<file path="src/rtl/workpiece_counter_mux.sv">
// workpiece_counter_mux: multi-channel debounced BCD workpiece counter with a
// multiplexed 7-segment display of one selected channel.
// Optional build macro: LEADING_ZERO_BLANK_EN blanks leading zero digits.
module workpiece_counter_mux #(
    parameter int CHANNELS = 2,
    parameter int DIGITS   = 4,
    parameter int DEB_CYC  = 50000,
    parameter int SCAN_DIV = 20833
) (
    input  logic                                            clk,
    input  logic                                            nCR,
    input  logic [CHANNELS-1:0]                             detector,
    input  logic [((CHANNELS > 1) ? $clog2(CHANNELS) : 1)-1:0] ch_sel,
    input  logic                                            clr,
    output logic [6:0]                                      seg,
    output logic [DIGITS-1:0]                               Light,
    output logic [CHANNELS-1:0]                             ovf
);

    localparam int DW = (DEB_CYC > 2) ? $clog2(DEB_CYC) : 1;
    localparam int SW = (SCAN_DIV > 2) ? $clog2(SCAN_DIV) : 1;
    localparam int IW = (DIGITS > 1) ? $clog2(DIGITS) : 1;
    localparam int CW = DIGITS * 4;

    logic [CHANNELS-1:0] sync1, sync2, deb, fall;
    logic [DW-1:0]       dcnt [CHANNELS];
    logic [CW-1:0]       cnt  [CHANNELS];

    logic [SW-1:0] div;
    logic [IW-1:0] idx;
    logic [CW-1:0] snap, sel_cnt;
    logic          snap_dash, sel_bad;
    logic [3:0]    cur_digit;
    logic          blank;
    logic [6:0]    seg_nxt;

    function automatic logic [CW-1:0] bcd_inc(input logic [CW-1:0] v);
        logic carry;
        logic [3:0] d;
        bcd_inc = v;
        carry   = 1'b1;
        for (int unsigned i = 0; i < DIGITS; i++) begin
            d = v[i*4 +: 4];
            if (carry) begin
                if (d == 4'd9) begin
                    bcd_inc[i*4 +: 4] = 4'd0;
                end else begin
                    bcd_inc[i*4 +: 4] = d + 4'd1;
                    carry = 1'b0;
                end
            end
        end
    endfunction

    function automatic logic all_nines(input logic [CW-1:0] v);
        all_nines = 1'b1;
        for (int unsigned i = 0; i < DIGITS; i++) begin
            if (v[i*4 +: 4] != 4'd9) all_nines = 1'b0;
        end
    endfunction

    // Falling edge of the debounced level: fires in the cycle the level is about to drop
    always_comb begin
        fall = '0;
        for (int unsigned ch = 0; ch < CHANNELS; ch++) begin
            fall[ch] = deb[ch] & ~sync2[ch] & (dcnt[ch] == DW'(DEB_CYC - 1));
        end
    end

    // Synchronise and debounce every detector line
    always_ff @(posedge clk) begin
        if (!nCR) begin
            sync1 <= '1;
            sync2 <= '1;
            deb   <= '1;
            for (int unsigned ch = 0; ch < CHANNELS; ch++) dcnt[ch] <= '0;
        end else begin
            sync1 <= detector;
            sync2 <= sync1;
            for (int unsigned ch = 0; ch < CHANNELS; ch++) begin
                if (sync2[ch] == deb[ch]) begin
                    dcnt[ch] <= '0;
                end else if (dcnt[ch] == DW'(DEB_CYC - 1)) begin
                    deb[ch]  <= sync2[ch];
                    dcnt[ch] <= '0;
                end else begin
                    dcnt[ch] <= dcnt[ch] + DW'(1);
                end
            end
        end
    end

    // BCD counters with sticky overflow; clear of the selected channel beats a count
    always_ff @(posedge clk) begin
        if (!nCR) begin
            ovf <= '0;
            for (int unsigned ch = 0; ch < CHANNELS; ch++) cnt[ch] <= '0;
        end else begin
            for (int unsigned ch = 0; ch < CHANNELS; ch++) begin
                if (clr && (32'(ch_sel) == ch)) begin
                    cnt[ch] <= '0;
                    ovf[ch] <= 1'b0;
                end else if (fall[ch]) begin
                    cnt[ch] <= bcd_inc(cnt[ch]);
                    if (all_nines(cnt[ch])) ovf[ch] <= 1'b1;
                end
            end
        end
    end

    // Select the displayed channel; out-of-range selections flag a dash frame
    always_comb begin
        sel_cnt = '0;
        sel_bad = 1'b1;
        for (int unsigned ch = 0; ch < CHANNELS; ch++) begin
            if (32'(ch_sel) == ch) begin
                sel_cnt = cnt[ch];
                sel_bad = 1'b0;
            end
        end
    end

    // Decode the snapshot digit under the scan index into active-low segments
    always_comb begin
        cur_digit = snap[idx*4 +: 4];
`ifdef LEADING_ZERO_BLANK_EN
        blank = (idx != '0) && ((snap >> {idx, 2'b00}) == '0);
`else
        blank = 1'b0;
`endif
        if (snap_dash) begin
            seg_nxt = 7'h3F;
        end else if (blank) begin
            seg_nxt = 7'h7F;
        end else begin
            case (cur_digit)
                4'd0:    seg_nxt = 7'h40;
                4'd1:    seg_nxt = 7'h79;
                4'd2:    seg_nxt = 7'h24;
                4'd3:    seg_nxt = 7'h30;
                4'd4:    seg_nxt = 7'h19;
                4'd5:    seg_nxt = 7'h12;
                4'd6:    seg_nxt = 7'h02;
                4'd7:    seg_nxt = 7'h78;
                4'd8:    seg_nxt = 7'h00;
                4'd9:    seg_nxt = 7'h10;
                default: seg_nxt = 7'h7F;
            endcase
        end
    end

    // Scan divider and digit index; snapshot taken as the index wraps so a frame is consistent
    always_ff @(posedge clk) begin
        if (!nCR) begin
            div       <= '0;
            idx       <= '0;
            snap      <= '0;
            snap_dash <= 1'b0;
            seg       <= 7'h7F;
            Light     <= '1;
        end else begin
            if (div == SW'(SCAN_DIV - 1)) begin
                div <= '0;
                if (idx == IW'(DIGITS - 1)) begin
                    idx       <= '0;
                    snap      <= sel_cnt;
                    snap_dash <= sel_bad;
                end else begin
                    idx <= idx + IW'(1);
                end
            end else begin
                div <= div + SW'(1);
            end
            Light <= ~(DIGITS'(1) << idx);
            seg   <= seg_nxt;
        end
    end

endmodule

</file>
<file path="config.mk">
export PLATFORM = sky130hd
export DESIGN_NAME = workpiece_counter_mux
export DESIGN_NICKNAME = d
export VERILOG_FILES = /design/src/rtl/workpiece_counter_mux.sv
export SDC_FILE = /design/constraint.sdc
export NUM_CORES = 1
export LEC_CHECK = 0
export ABC_AREA = 0
export CORE_ASPECT_RATIO = 0.5
export CORE_MARGIN = 5
export CORE_UTILIZATION = 32
export CTS_BUF_LIST = sky130_fd_sc_hd__clkbuf_4
export DETAILED_ROUTE_END_ITERATION = 12
export PLACE_DENSITY = 0.44
export SETUP_SLACK_MARGIN = 0.3
export SYNTH_ARGS = -nofsm -noshare
export SYNTH_HDL_FRONTEND = slang
export SYNTH_SLANG_ARGS = --single-unit
</file>
<file path="constraint.sdc">
create_clock -name clk -period 3 [get_ports clk]
set_clock_uncertainty 0.05 [all_clocks]
set_input_delay 0.75 -clock clk [delete_from_list [all_inputs] [get_ports clk]]
set_output_delay 0.75 -clock clk [all_outputs]
set_load 0.1 [all_outputs]
</file>
# Word level (Yosys, flattened, before mapping)
# Memories as Yosys holds them, arrays and structs flattened. A register that Yosys moved wholly into a read port is not among the register bits.
# Cells that the tools add are included.
[word_totals]
mem_count = 3
word_cells = 210
ramBits = 64
mem_bits_ro = 112
out_inout_bits = 13
in_bits = 6
register_bits = 45
[classes]
shifts = 2
reduce_logical = 11
eq_ne = 22
n_addsub = 12
n_bitwise = 21
muxes = 129
[memory_table]
columns = ["memory", "words", "width", "read_ports", "rd_clocked_by_memory_dff", "wr", "line_no", "rtl"]
rows = [
  ["(name not given)", 16, 7, 1, 1, 0, "136", "case (cur_digit)"],
  ["cnt", 2, 16, 2, 0, 2, "27", "logic [CW-1:0] cnt [CHANNELS];"],
  ["dcnt", 2, 16, 2, 0, 2, "26", "logic [DW-1:0] dcnt [CHANNELS];"],
]
[op_table]
columns = ["op", "count"]
rows = [
  ["16-bit two-way mux", 11],
  ["4-bit two-way mux", 38],
  ["1-bit two-way mux", 79],
  ["16-bit by 1-bit adder with 16-bit output (second input constant)", 2],
  ["4-bit by 1-bit adder with 4-bit output (second input constant)", 8],
  ["16-bit == test (second input constant)", 2],
  ["4-bit == test (second input constant)", 8],
  ["4-bit != test (second input constant)", 8],
  ["16-bit by 5-bit variable part select with 4-bit output", 1],
  ["15-bit by 1-bit adder with 15-bit output (second input constant)", 1],
  ["15-bit == test (second input constant)", 1],
  ["1-bit OR", 10],
  ["2-bit AND reduction", 5],
  ["1-bit NOT", 6],
  ["2-bit OR reduction", 3],
  ["1-bit AND", 4],
  ["4-bit NOT", 1],
  ["1-bit by 2-bit left shift with 4-bit output (first input constant)", 1],
  ["2-bit by 1-bit adder with 2-bit output (second input constant)", 1],
  ["1-bit == test", 2],
  ["2-bit == test (second input constant)", 1],
  ["1-bit logical AND", 2],
  ["2-bit two-way mux", 1],
  ["1-bit logical NOT", 1],
]

# Logic depth before layout (Yosys ltp)
[depth]
ltp_word = 19
ltp_mapped = 8

# Worst setup path before layout
# No wires, ideal clock.
[synth_timing]
path_type = "reg2reg"
from = "memory dcnt[0][10] (netlist name)"
to = "memory cnt[0][12] (netlist name) (enable)"
arrival_ns = 1.999
t_required_ns = 2.577
path_buffers = 0
setup_ns = 0.373
path_stages_with_launch = 5
setup_slack_ns = 0.579
cell_sequence = "edfxtp_1 or4b_4 nor4_4 nand3_1 o31ai_1"
[synth_rtl]
columns = ["element", "line_no"]
rows = [
  ["start, declared", "26"],
  ["end, declared", "27"],
]

==> impl_results.md <==
- Outcome: completed
- Slowest cell on crit path: o31ai_1
- Most numerous cell in the Yosys netlist: nor2_1
- Comb power frac: 6.1%
- Initial DRT Pass Iterations: 5
- Worst-Skew Late Latency: 520 ps
- Post-synth EDFFs: 64
- # rows: 35
- PwrDens: 481 nW/um2
- Initial cell density of the core: 32.8%
- CTS sink count: 116
- Synth unique cells: 56
- Critical Path End Type: flip-flop
- I/O Pins: 19
- Total setup buffers inserted after CTS: 0
- R2R Path End: cnt[0][13]
- P&R area growth vs syn: 14.4%
- Worst-path fanout max: 4
- Quantity of hold-fixing buffers added after cts: 0
- Clock group share of total power: 40.5%
- Mean post-synth cell area: 10.6 um2
- Detailed Route Iter0 Violations: 250
- Worst path arrival time: 2570 ps
- Layout Nets: 670
- Final TNS setup: 0 ps
- Layout cells sized above 1: 13.2%
- Tcrit/Tclk final: 81.8%
- Slew Limit Fails: 0
- Max frequency: 0.407 GHz
- Post-layout instance count excluding filler cells: 904
- Detailed Place HPWL: 8460 um
- CTS Root Cell: clkbuf_4
- Seq cells post-synth: 116
- Asr flop ratio synth: 0%
- Area of the core: 18500 um2
- Grt ovf: 0
- Top_reg_cell synth: edfxtp_1
- GR Util All Layers: 11.8%
- Count of final hold-check violations: 0
- Crit-path cells: or4b_4 > nor4_4 > nand3_1 > o31ai_1
- H-tree depth: 4
- WL final: 12100 um
- Minimum clock period: 2450 ps
- TritonCTS clock tree: yes
- Slew headroom: 54.8%
- Leak pwr: 0.00270 uW
- Remaining DRCs: 0
- Critical path origin: dcnt[0][10]
- List of most frequent post-synthesis cells: nor2_1 (71), edfxtp_1 (64), dfxtp_1 (52)
- Yosys warns: 0
- Switching Power: 798 uW
- Top post-synthesis cells by area: edfxtp_1 (32%), dfxtp_1 (17%), ha_1 (6.4%), xnor2_1 (5.1%), nor2_1 (4.4%)
- R2R Setup Slk: 550 ps
- Routed vias: 4089
- Total internal power: 2530 uW
- Fill cells: 1884
- Post-synth top area share: 31.7%
- Clock slew at reported path FFs: 110 ps
- Cell taking the most area after synthesis: edfxtp_1
- Mapped Area: 6050 um2
- Required time worst endpoint: 3110 ps
- Syn Inst Count: 572
- Type of origin of the critical path: flip-flop
- CP peak stage delay: 580 ps
- Switching portion of total power: 24.0%
- Vias per cell: 4.52
- ANT nets after route: 0
- Worst Reg-to-Reg Cells: 4
- Full die area: 21900 um2
- CP Capture Point: cnt[0][13]
- Maxcap violations: 0
- Top cell family by delay on the critical path: simple AND/OR/NAND/NOR gates
- RSZ-0062 raised after global routing: no
- Die H: 107 um
- CP Buf/Inv Count: 0
- Wirelength per Cell: 13.4 um
- RePlAce Congestion: 0.757
- Kind of critical path: flip-flop to flip-flop
- Num CTS Buffers: 17
- Reg power frac: 53.4%
- Pin count of the biggest net entering global routing: 35
- Die W: 205 um
- HP Class: flip-flop to flip-flop
- Port-buffer cells: 18
- CP Depth: 4
- First-pass GRT wire length: 20600 um
- Seq/Total Area, Yosys: 48.9%
- Max rail drop VDD: 218 uV
- CTS Buffer Depth: 2
- Vias in the first global route: 4012
- Placed insts: 873
- N_diodes: 0
- Final setup fails: 0
- Initial antenna violation count: 0
- Measured slew at the worst slew-check pin: 672 ps
- RR Startpoint: dcnt[0][10]
- Post_cts resized: 0
==> cells by family after synthesis <==
family / Yosys count / synth area share (%)
AOI/OAI and AO/OA: 50 / 6.37
xor gates and xnor gates: 47 / 6.80
adders and majority gates: 31 / 6.41
buffers and inverters: 53 / 4.36
DFF: 116 / 48.9
muxes: 24 / 4.84
other: 1 / 0.0619
and+or+nand+nor: 250 / 22.2
==> worst min-delay path by stage <==
stage / startpoint / to / depth (start not counted)
detailed placement: sync1[1] / sync2[1] / 1
finish: sync1[1] / sync2[1] / 1
CTS: sync1[1] / sync2[1] / 1
floorplan: sync1[0] / sync2[0] / 1
global route: sync1[1] / sync2[1] / 1
global placement: sync1[1] / sync2[1] / 1
==> cell type report <==
type / count / area [um2] / share of cell area (%)
Tap cell: 259 / 324 / 4.68
Clock inverter: 13 / 189 / 2.73
Clock buffer: 18 / 135 / 1.95
Timing Repair Buffer: 30 / 238 / 3.43
Sequential cell: 116 / 2960 / 42.8
Multi-Input combinational cell: 434 / 2950 / 42.6
Inverter: 34 / 128 / 1.84
==> placed cells by master, fill, tap and decap left out, drive strengths merged, types with 3 or more instances in the layout <==
cell	count
a21oi	10
and3	4
buf	25
bufinv	5
clkbuf	18
clkdlybuf4s50	5
clkinv	7
conb	32
dfxtp	52
edfxtp	64
ha	31
inv	34
mux2i	18
mux4	4
nand2	37
nand2b	10
nand3	40
nand3b	8
nand4	14
nand4b	3
nor2	80
nor2b	4
nor3	17
nor4	12
o2111ai	4
o211a	16
o21a	3
o21ai	8
o31ai	4
or2	3
or4	4
or4bb	3
xnor2	35
xor2	12
==> sequential cells by signal (all words and copies together), names as in the netlist <==
signal	count
seg	7
ovf	2
idx	2
Light	4
dcnt	32
sync1	2
sync2	2
snap	16
cnt	32
deb	2
div	15
==> power by group through the flow <==
stage / registers (uW) / logic [uW] / clock network [uW]
2_1_floorplan: 1830 / 122 / 0
3_3_place_gp: 1820 / 204 / 0
3_5_place_dp: 1820 / 203 / 0
4_1_cts: 1780 / 204 / 1400
5_1_grt: 1790 / 227 / 1480
6_report: 1780 / 203 / 1350
==> stage by stage <==
stage	hold WS [ps]	setup slack, ps	total power [uW]	utilization (%)	instance area (um2)
after global routing	426	367	3500	37.5	6930
after global placement	342	411	2020	35.7	6600
after detailed placement	366	356	2020	35.7	6600
after floorplan	336	579	1960	-	6170
final	386	545	3330	37.5	6930
after CTS	394	518	3390	37.5	6930
==> per-layer routing <==
metal,vias to the layer above,GRT usage [%],routed length (um)
li1,2122,-,-
met1,1922,16.4,6360
met2,39,18.1,5300
met3,6,3.52,349
met4,0,3.44,105
met5,-,0,0
Note: power is estimated with default switching activity, not from simulation.
